===== config.mk =====
export PLATFORM = sky130hd
export DESIGN_NAME = ascon_perm_seq_flat
export DESIGN_NICKNAME = d
export VERILOG_FILES = /design/src/rtl/ascon_perm_seq_pkg.sv /design/src/rtl/ascon_perm_seq_if.sv /design/src/rtl/ascon_perm_seq_round.sv /design/src/rtl/ascon_perm_seq.sv /design/src/flat_wrapper.sv
export SDC_FILE = /design/constraint.sdc
export NUM_CORES = 2
export LEC_CHECK = 0
export ABC_AREA = 0
export CAP_MARGIN = 20
export CORE_ASPECT_RATIO = 0.6
export CORE_MARGIN = 2
export CORE_UTILIZATION = 50
export CTS_BUF_LIST = sky130_fd_sc_hd__clkbuf_16
export CTS_CLUSTER_DIAMETER = 200
export DETAILED_ROUTE_END_ITERATION = 8
export GPL_TIMING_DRIVEN = 0
export PLACE_DENSITY_LB_ADDON = 0.15
export SLEW_MARGIN = 20
export SYNTH_ARGS = -nofsm -noshare
export SYNTH_HDL_FRONTEND = slang
export SYNTH_SLANG_ARGS = --single-unit

===== constraint.sdc =====
create_clock -name clk_i -period 14.15 [get_ports clk_i]
set_input_delay 1.415 -clock clk_i [delete_from_list [all_inputs] [get_ports clk_i]]
set_output_delay 1.415 -clock clk_i [all_outputs]
set_load 0.05 [all_outputs]

===== src/rtl/ascon_perm_seq_pkg.sv =====
// rtl/ascon_perm_seq_pkg.sv - shared types, round counts and round-constant helper
package ascon_pkg;

  localparam int ROUNDS_A = 12;
  localparam int ROUNDS_B = 8;

  typedef logic [63:0] word_t;

  // Index 4 is x0 so the packed vector matches {x0,x1,x2,x3,x4}
  typedef logic [4:0][63:0] ascon_state_t;

  typedef enum logic [1:0] {
    IDLE = 2'd0,
    RUN  = 2'd1,
    DONE = 2'd2
  } fsm_e;

  function automatic logic [7:0] rc(input logic [3:0] r);
    return {~r, r};
  endfunction

endpackage


===== src/rtl/ascon_perm_seq_if.sv =====
// rtl/ascon_perm_seq_if.sv - start/done handshake and state buses of the permutation sequencer
interface ascon_perm_seq_if;

  logic                    start_i;
  logic [3:0]              rounds_i;
  ascon_pkg::ascon_state_t state_i;
  logic                    ready_o;
  logic                    busy_o;
  logic                    done_o;
  logic                    ack_i;
  ascon_pkg::ascon_state_t state_o;

  modport slave (
    input  start_i, rounds_i, state_i, ack_i,
    output ready_o, busy_o, done_o, state_o
  );

  modport master (
    output start_i, rounds_i, state_i, ack_i,
    input  ready_o, busy_o, done_o, state_o
  );

endinterface


===== src/rtl/ascon_perm_seq_round.sv =====
// rtl/ascon_perm_seq_round.sv - one combinational ASCON round: constant add, S-box, linear layer
module ascon_round
  import ascon_pkg::*;
(
  input  ascon_state_t state_i,
  input  logic [3:0]   round_i,
  output ascon_state_t state_o
);

  function automatic word_t ror(input word_t x, input int n);
    return (x >> n) | (x << (64 - n));
  endfunction

  word_t x0, x1, x2, x3, x4;
  word_t t0, t1, t2, t3, t4;

  always_comb begin
    x0 = state_i[4];
    x1 = state_i[3];
    x2 = state_i[2] ^ {56'd0, rc(round_i)};
    x3 = state_i[1];
    x4 = state_i[0];

    // Bitsliced S-box: every bit position is one 5-bit column
    x0 = x0 ^ x4;
    x4 = x4 ^ x3;
    x2 = x2 ^ x1;
    t0 = ~x0 & x1;
    t1 = ~x1 & x2;
    t2 = ~x2 & x3;
    t3 = ~x3 & x4;
    t4 = ~x4 & x0;
    x0 = x0 ^ t1;
    x1 = x1 ^ t2;
    x2 = x2 ^ t3;
    x3 = x3 ^ t4;
    x4 = x4 ^ t0;
    x1 = x1 ^ x0;
    x0 = x0 ^ x4;
    x3 = x3 ^ x2;
    x2 = ~x2;

    state_o[4] = x0 ^ ror(x0, 19) ^ ror(x0, 28);
    state_o[3] = x1 ^ ror(x1, 61) ^ ror(x1, 39);
    state_o[2] = x2 ^ ror(x2, 1)  ^ ror(x2, 6);
    state_o[1] = x3 ^ ror(x3, 10) ^ ror(x3, 17);
    state_o[0] = x4 ^ ror(x4, 7)  ^ ror(x4, 41);
  end

endmodule


===== src/rtl/ascon_perm_seq.sv =====
// rtl/ascon_perm_seq.sv - iterative p^12 / p^8 sequencer applying UNROLL rounds per clock
module ascon_perm_seq
  import ascon_pkg::*;
#(
  parameter int UNROLL = 1
) (
  input  logic              clk_i,
  input  logic              rst_i,
  ascon_perm_seq_if.slave   bus
);

  fsm_e         state_q, state_d;
  logic [3:0]   r_q, r_d;
  ascon_state_t st_q, st_d;

  ascon_state_t chain [UNROLL+1];

  assign chain[0] = st_q;

  for (genvar k = 0; k < UNROLL; k++) begin : g_round
    ascon_round u_round (
      .state_i (chain[k]),
      .round_i (r_q + 4'(k)),
      .state_o (chain[k+1])
    );
  end

  always_ff @(posedge clk_i or posedge rst_i) begin
    if (rst_i) begin
      state_q <= IDLE;
      r_q     <= 4'd0;
      st_q    <= '0;
    end else begin
      state_q <= state_d;
      r_q     <= r_d;
      st_q    <= st_d;
    end
  end

  always_comb begin
    state_d = state_q;
    r_d     = r_q;
    st_d    = st_q;
    case (state_q)
      IDLE: begin
        if (bus.start_i) begin
          state_d = RUN;
          st_d    = bus.state_i;
          // Anything other than 8 runs the full 12 rounds
          r_d     = (bus.rounds_i == 4'(ROUNDS_B)) ? 4'(ROUNDS_A - ROUNDS_B) : 4'd0;
        end
      end
      RUN: begin
        st_d = chain[UNROLL];
        r_d  = r_q + 4'(UNROLL);
        if (r_q + 4'(UNROLL) == 4'(ROUNDS_A)) begin
          state_d = DONE;
        end
      end
      DONE: begin
        if (bus.ack_i) begin
          state_d = IDLE;
          r_d     = 4'd0;
        end
      end
      default: state_d = IDLE;
    endcase
  end

  always_comb begin
    bus.ready_o = (state_q == IDLE);
    bus.busy_o  = (state_q == RUN);
    bus.done_o  = (state_q == DONE);
    bus.state_o = st_q;
  end

endmodule


===== src/flat_wrapper.sv =====
// flat-port wrapper written by rule: the top's interface ports become plain ports
module ascon_perm_seq_flat import ascon_pkg::*;
#(
  parameter int UNROLL = 1
)
  (clk_i, rst_i, bus_start_i, bus_rounds_i, bus_state_i, bus_ack_i, bus_ready_o, bus_busy_o, bus_done_o, bus_state_o);
  ascon_perm_seq_if bus_i ();
  input  logic clk_i;
  input  logic rst_i;
  input wire logic [$bits(bus_i.start_i)-1:0] bus_start_i;
  input wire logic [$bits(bus_i.rounds_i)-1:0] bus_rounds_i;
  input wire logic [$bits(bus_i.state_i)-1:0] bus_state_i;
  input wire logic [$bits(bus_i.ack_i)-1:0] bus_ack_i;
  output wire logic [$bits(bus_i.ready_o)-1:0] bus_ready_o;
  output wire logic [$bits(bus_i.busy_o)-1:0] bus_busy_o;
  output wire logic [$bits(bus_i.done_o)-1:0] bus_done_o;
  output wire logic [$bits(bus_i.state_o)-1:0] bus_state_o;
  assign bus_i.start_i = bus_start_i;
  assign bus_i.rounds_i = bus_rounds_i;
  assign bus_i.state_i = bus_state_i;
  assign bus_i.ack_i = bus_ack_i;
  assign bus_ready_o = bus_i.ready_o;
  assign bus_busy_o = bus_i.busy_o;
  assign bus_done_o = bus_i.done_o;
  assign bus_state_o = bus_i.state_o;
  ascon_perm_seq #(.UNROLL(UNROLL)) u_core (.clk_i(clk_i), .rst_i(rst_i), .bus(bus_i));
endmodule

# After elaboration in Yosys (flattened, before gate mapping)
# Index checks and enable logic that the tools add are counted.
# totals
regBits	326
input_bits	328
output_inout_bits	323
word_cells	75
# classes
add_sub_neg	1
n_eq_ne	7
n_mux	10
n_bitwise	44
n_reduce_logical	6
# op_table
cell	n
$xor 64x64->64	21
$pmux 320 s2	1
$not 64->64	6
$and 64x64->64	5
$mux 320	1
$or 23x64->64	1
$or 25x64->64	1
$or 3x64->64	1
$or 36x64->64	1
$or 45x64->64	1
$or 47x64->64	1
$or 54x64->64	1
$or 57x64->64	1
$or 58x64->64	1
$or 63x64->64	1
$xor 64x8->64	1
$pmux 4 s3	1
$eq 4x4->1 const B	2
$mux 4	2
$mux 2	3
$pmux 2 s3	1
$reduce_and 3->1	2
$add 4x1->4 const B	1
$ne 2x2->1 const B	2
9 further kinds	9

# Logic depth before layout (Yosys ltp)
# logic_depth
ltp_word	11
ltp_mapped	10
mapped_depth_nobuf	7

# Modules after synthesis
# Synthesis repeated with hierarchy kept, for this count alone.
# unflattened
cells_unflattened	3318
hier_area_um2	33728.6
# modules_own_cells
mod	instances	cells_per_inst	area_each_um2
ascon_perm_seq	1	1753	17516.8
ascon_round	1	1565	16211.8

# Worst setup path after synthesis
# No wires, ideal clock.
# synth_timing
path_type	input -> register
start	input bus_start_i
end	register u_core.st_q (netlist bit u_core.bus.state_o[200])
setup_time_ps	127
arrival_ps	2613
slack_ps	11411
path_stages	8
path_buffers	3
path_cell_list	mux2_2 -> nand2_2 -> buf_4 -> buf_2 -> buf_4 -> a21oi_1 -> a21boi_1 -> nand3b_1
# synth_via
elab_chain_len	2
# synth_rtl
item	line_no	source
start: declaration	flat_wrapper.sv:10	input wire logic [$bits(bus_i.start_i)-1:0] bus_start_i;
$ne 2x2->1 (no line)	--	
$reduce_and 2->1 (no line)	--	
end signal: assignment	ascon_perm_seq.sv:36	st_q <= st_d;
end: declaration	ascon_perm_seq.sv:14	ascon_state_t st_q, st_d;
# Every way passes these cells.
# A chain may end at the register's enable or synchronous reset.

# Worst setup path in the final report
# layout_timing
start	input bus_start_i
end	register u_core.st_q (netlist bit u_core.bus.state_o[241])
# Same word-level chain as after synthesis.

==> flow_summary.yaml <==
synthesis:
  syn_area_per_cell_um2: 9.723
  yosysSeqAreaShare_pct: 23.38
  synthesis.nets: 4052
  async_flop_share_pct: 100.0
  synth_cell_types: 55
  yosys_warnings: 0
  synth-edff-count: 0
  netlist_instances: 3589
  ys.flop_type: "dfrtp_1"
  syn_area_um2: 34890
  ys_ff_latch: 326
cts:
  clk_path_buf_depth: 3
  cts_tree: "done"
  cts_setup_buffers: 0
  clk_pin_slew_ns: 0.07
  postCtsHoldBufs: 0
  clockRootBuffer: "clkbuf_16"
  htree_levels: 2
  clock_latency_ns: 0.64
  clock-sinks: 326
  cts_resized: 0
  cts_buffers: 38
die:
  coreArea_um2: 68520
  ioPinCount: 651
  fp.dieH_um: 208.6
  die_area_um2: 71990
  initial_core_util_pct: 50.93
  std_cell_rows: 74
  die_w_um: 345.1
status:
  status: "finished with violations"
  failed_checks: "capacitance limit"
layout:
  syn_to_final_growth_pct: 28.15
  n_fill_cell: 5392
  mostFrequentLayoutCell: "clkdlybuf4s50_1"
  multi_input_area_um2: 25830
  regArea_um2: 8158
  final_cell_mix: "clkdlybuf4s50_1 (650), dfrtp_1 (326), a21oi_1 (295)"
  post-route-util_pct: 65.27
  finalNetCount: 4769
  drive_gt1_share_pct: 8.516
worst_setup_path:
  cp_slowest_cell: "nor2_1"
  crit_arrival_ns: 5.77
  required_ns: 14.69
  worst_path_most_repeated_cell: "clkbuf_1"
  crit_path_end_kind: "flop"
  slowest_delay_ns: 1.00
  critPathLaunchType: "input port"
  path_class: "in -> reg"
  crit_fanout: 10
  path_delay_family: "buffers and inverters"
  path_buf_inv: 4
  path_cells: "clkdlybuf4s50_1 > mux2i_4 > buf_8 > nor2_1 > clkbuf_1 > clkbuf_1 > nand4_1 > nand3b_1"
placed_design:
  place_ws_ns: 8.709
  dp.final_hpwl_mm: 184.1
  place_congestion: 1.225
  io_buffers: 650
timing:
  fin_crit_sh_pct: 36.96
  fin_crit_ns: 5.229
  skew_ns: 0.04280
  max_slew.worst_pin.slew_ns: 1.475
  rsz0062_at_grt: "no"
  report.final.setup_viol: 0
  fin_setup_tns_ns: 0
  setup_ws_ns: 8.921
  clock.fmax_ghz: 0.1912
  relSlewSlack_pct: 0.9875
  slew_violations: 0
  hold_viol: 0
global_routing:
  use_met1_pct: 74.26
  gr-max-usage-layer: "met1"
  grt_max_degree: 89
  use_met3_pct: 43.75
  grt_overflow: 0
  grt_pass1_vias: 33870
  grt_usage_pct: 59.61
  gr-usage-met2_pct: 73.44
  grt_pass1_wl_mm: 288.4
  antenna_found_initial: 18
routing:
  vias_per_cell: 7.089
  drc: 0
  wire_per_inst_um: 42.14
  dr.pass1.iters: 8
  ant_nets: 0
  first_iter_violations: 6914
  routed-via-count: 37310
  wl_mm: 221.8
job:
  drv_cap: 1
hold_path:
  min_path_type: "reg -> reg"
## sequential cells by signal (all words and copies together) (netlist names)
register            flops
u_core.bus.state_o    320
u_core.state_q          2
u_core.r_q              4
## path summary, 6_finish.rpt
path	start	cells after the start	slack [ns]	end
max	bus_start_i	8	8.92	u_core.bus.state_o[241]
min reg2reg	u_core.bus.state_o[131]	1	0.53	u_core.bus.state_o[131]
max in group asynchronous	rst_i	4	11.70	u_core.bus.state_o[298]
min in group asynchronous	rst_i	2	1.19	u_core.bus.state_o[75]
min	u_core.bus.state_o[131]	1	0.53	u_core.bus.state_o[131]
max reg2reg	u_core.state_q[1]	10	9.09	u_core.bus.state_o[241]
## final cells by class
class,instances,share of cell area [%]
antenna,19,0.1063
buffer,176,1.757
clock buffer,41,2.294
clock inverter,26,0.3470
inverter,194,1.645
multi-input combinational,2893,57.77
sequential,326,18.24
tap,912,2.552
timing repair buffer,677,15.28
## through the flow
step	area, µm²	cells	hold WS (ns)
floorplan	34890	3589	0.5340
global placement	42540	5151	0.5073
detailed placement	43340	5177	0.5143
CTS	44520	5244	0.5328
global route	44670	5246	0.5546
finish	44720	5264	0.5325
## cell families after synthesis
logic type / Yosys count / synth area share, %
AND/OR/NAND/NOR: 984 / 15.68
multiplexers: 64 / 1.857
AO/OA/AOI/OAI: 818 / 13.74
buffers and inverters: 370 / 4.324
XOR/XNOR: 836 / 34.42
adder cells (fa/ha/maj): 191 / 6.601
flip-flops: 326 / 23.38
## Yosys cell counts, drive strengths merged (6+ instances only)
library cell | instances | area [µm²]
mux2i | 61 | 614.3
nand2b | 98 | 613.1
nand4 | 9 | 56.30
clkbuf | 105 | 394.1
dfrtp | 326 | 8158
a21oi | 296 | 1481
inv | 194 | 728.2
xor3 | 65 | 1549
ha | 135 | 1689
maj3 | 56 | 614.3
a21boi | 31 | 232.7
nor2b | 111 | 694.4
o21a | 6 | 45.04
nand2 | 75 | 284.0
o21ai | 276 | 1381
a211o | 35 | 306.5
nor2 | 184 | 690.7
nor3 | 80 | 400.4
a221oi | 19 | 166.4
and3 | 175 | 1095
buf | 71 | 386.6
nor3b | 82 | 615.6
nand3b | 59 | 442.9
o211ai | 115 | 863.3
xnor2 | 358 | 3541
nand3 | 99 | 495.5
a211oi | 18 | 135.1
xnor3 | 240 | 5406
xor2 | 173 | 1515
a21o | 8 | 60.06
## per-layer routing
layer	up-vias	share of wire, %	routed length [µm]
met5	-	0.34	757
met4	26	7.0	15540
met3	863	21	46880
met2	4082	35	78470
met1	18220	36	80170
li1	14120	-	-
Power is not shown: default switching activity piles up to over one toggle a cycle in this logic, so the estimate is an artifact.
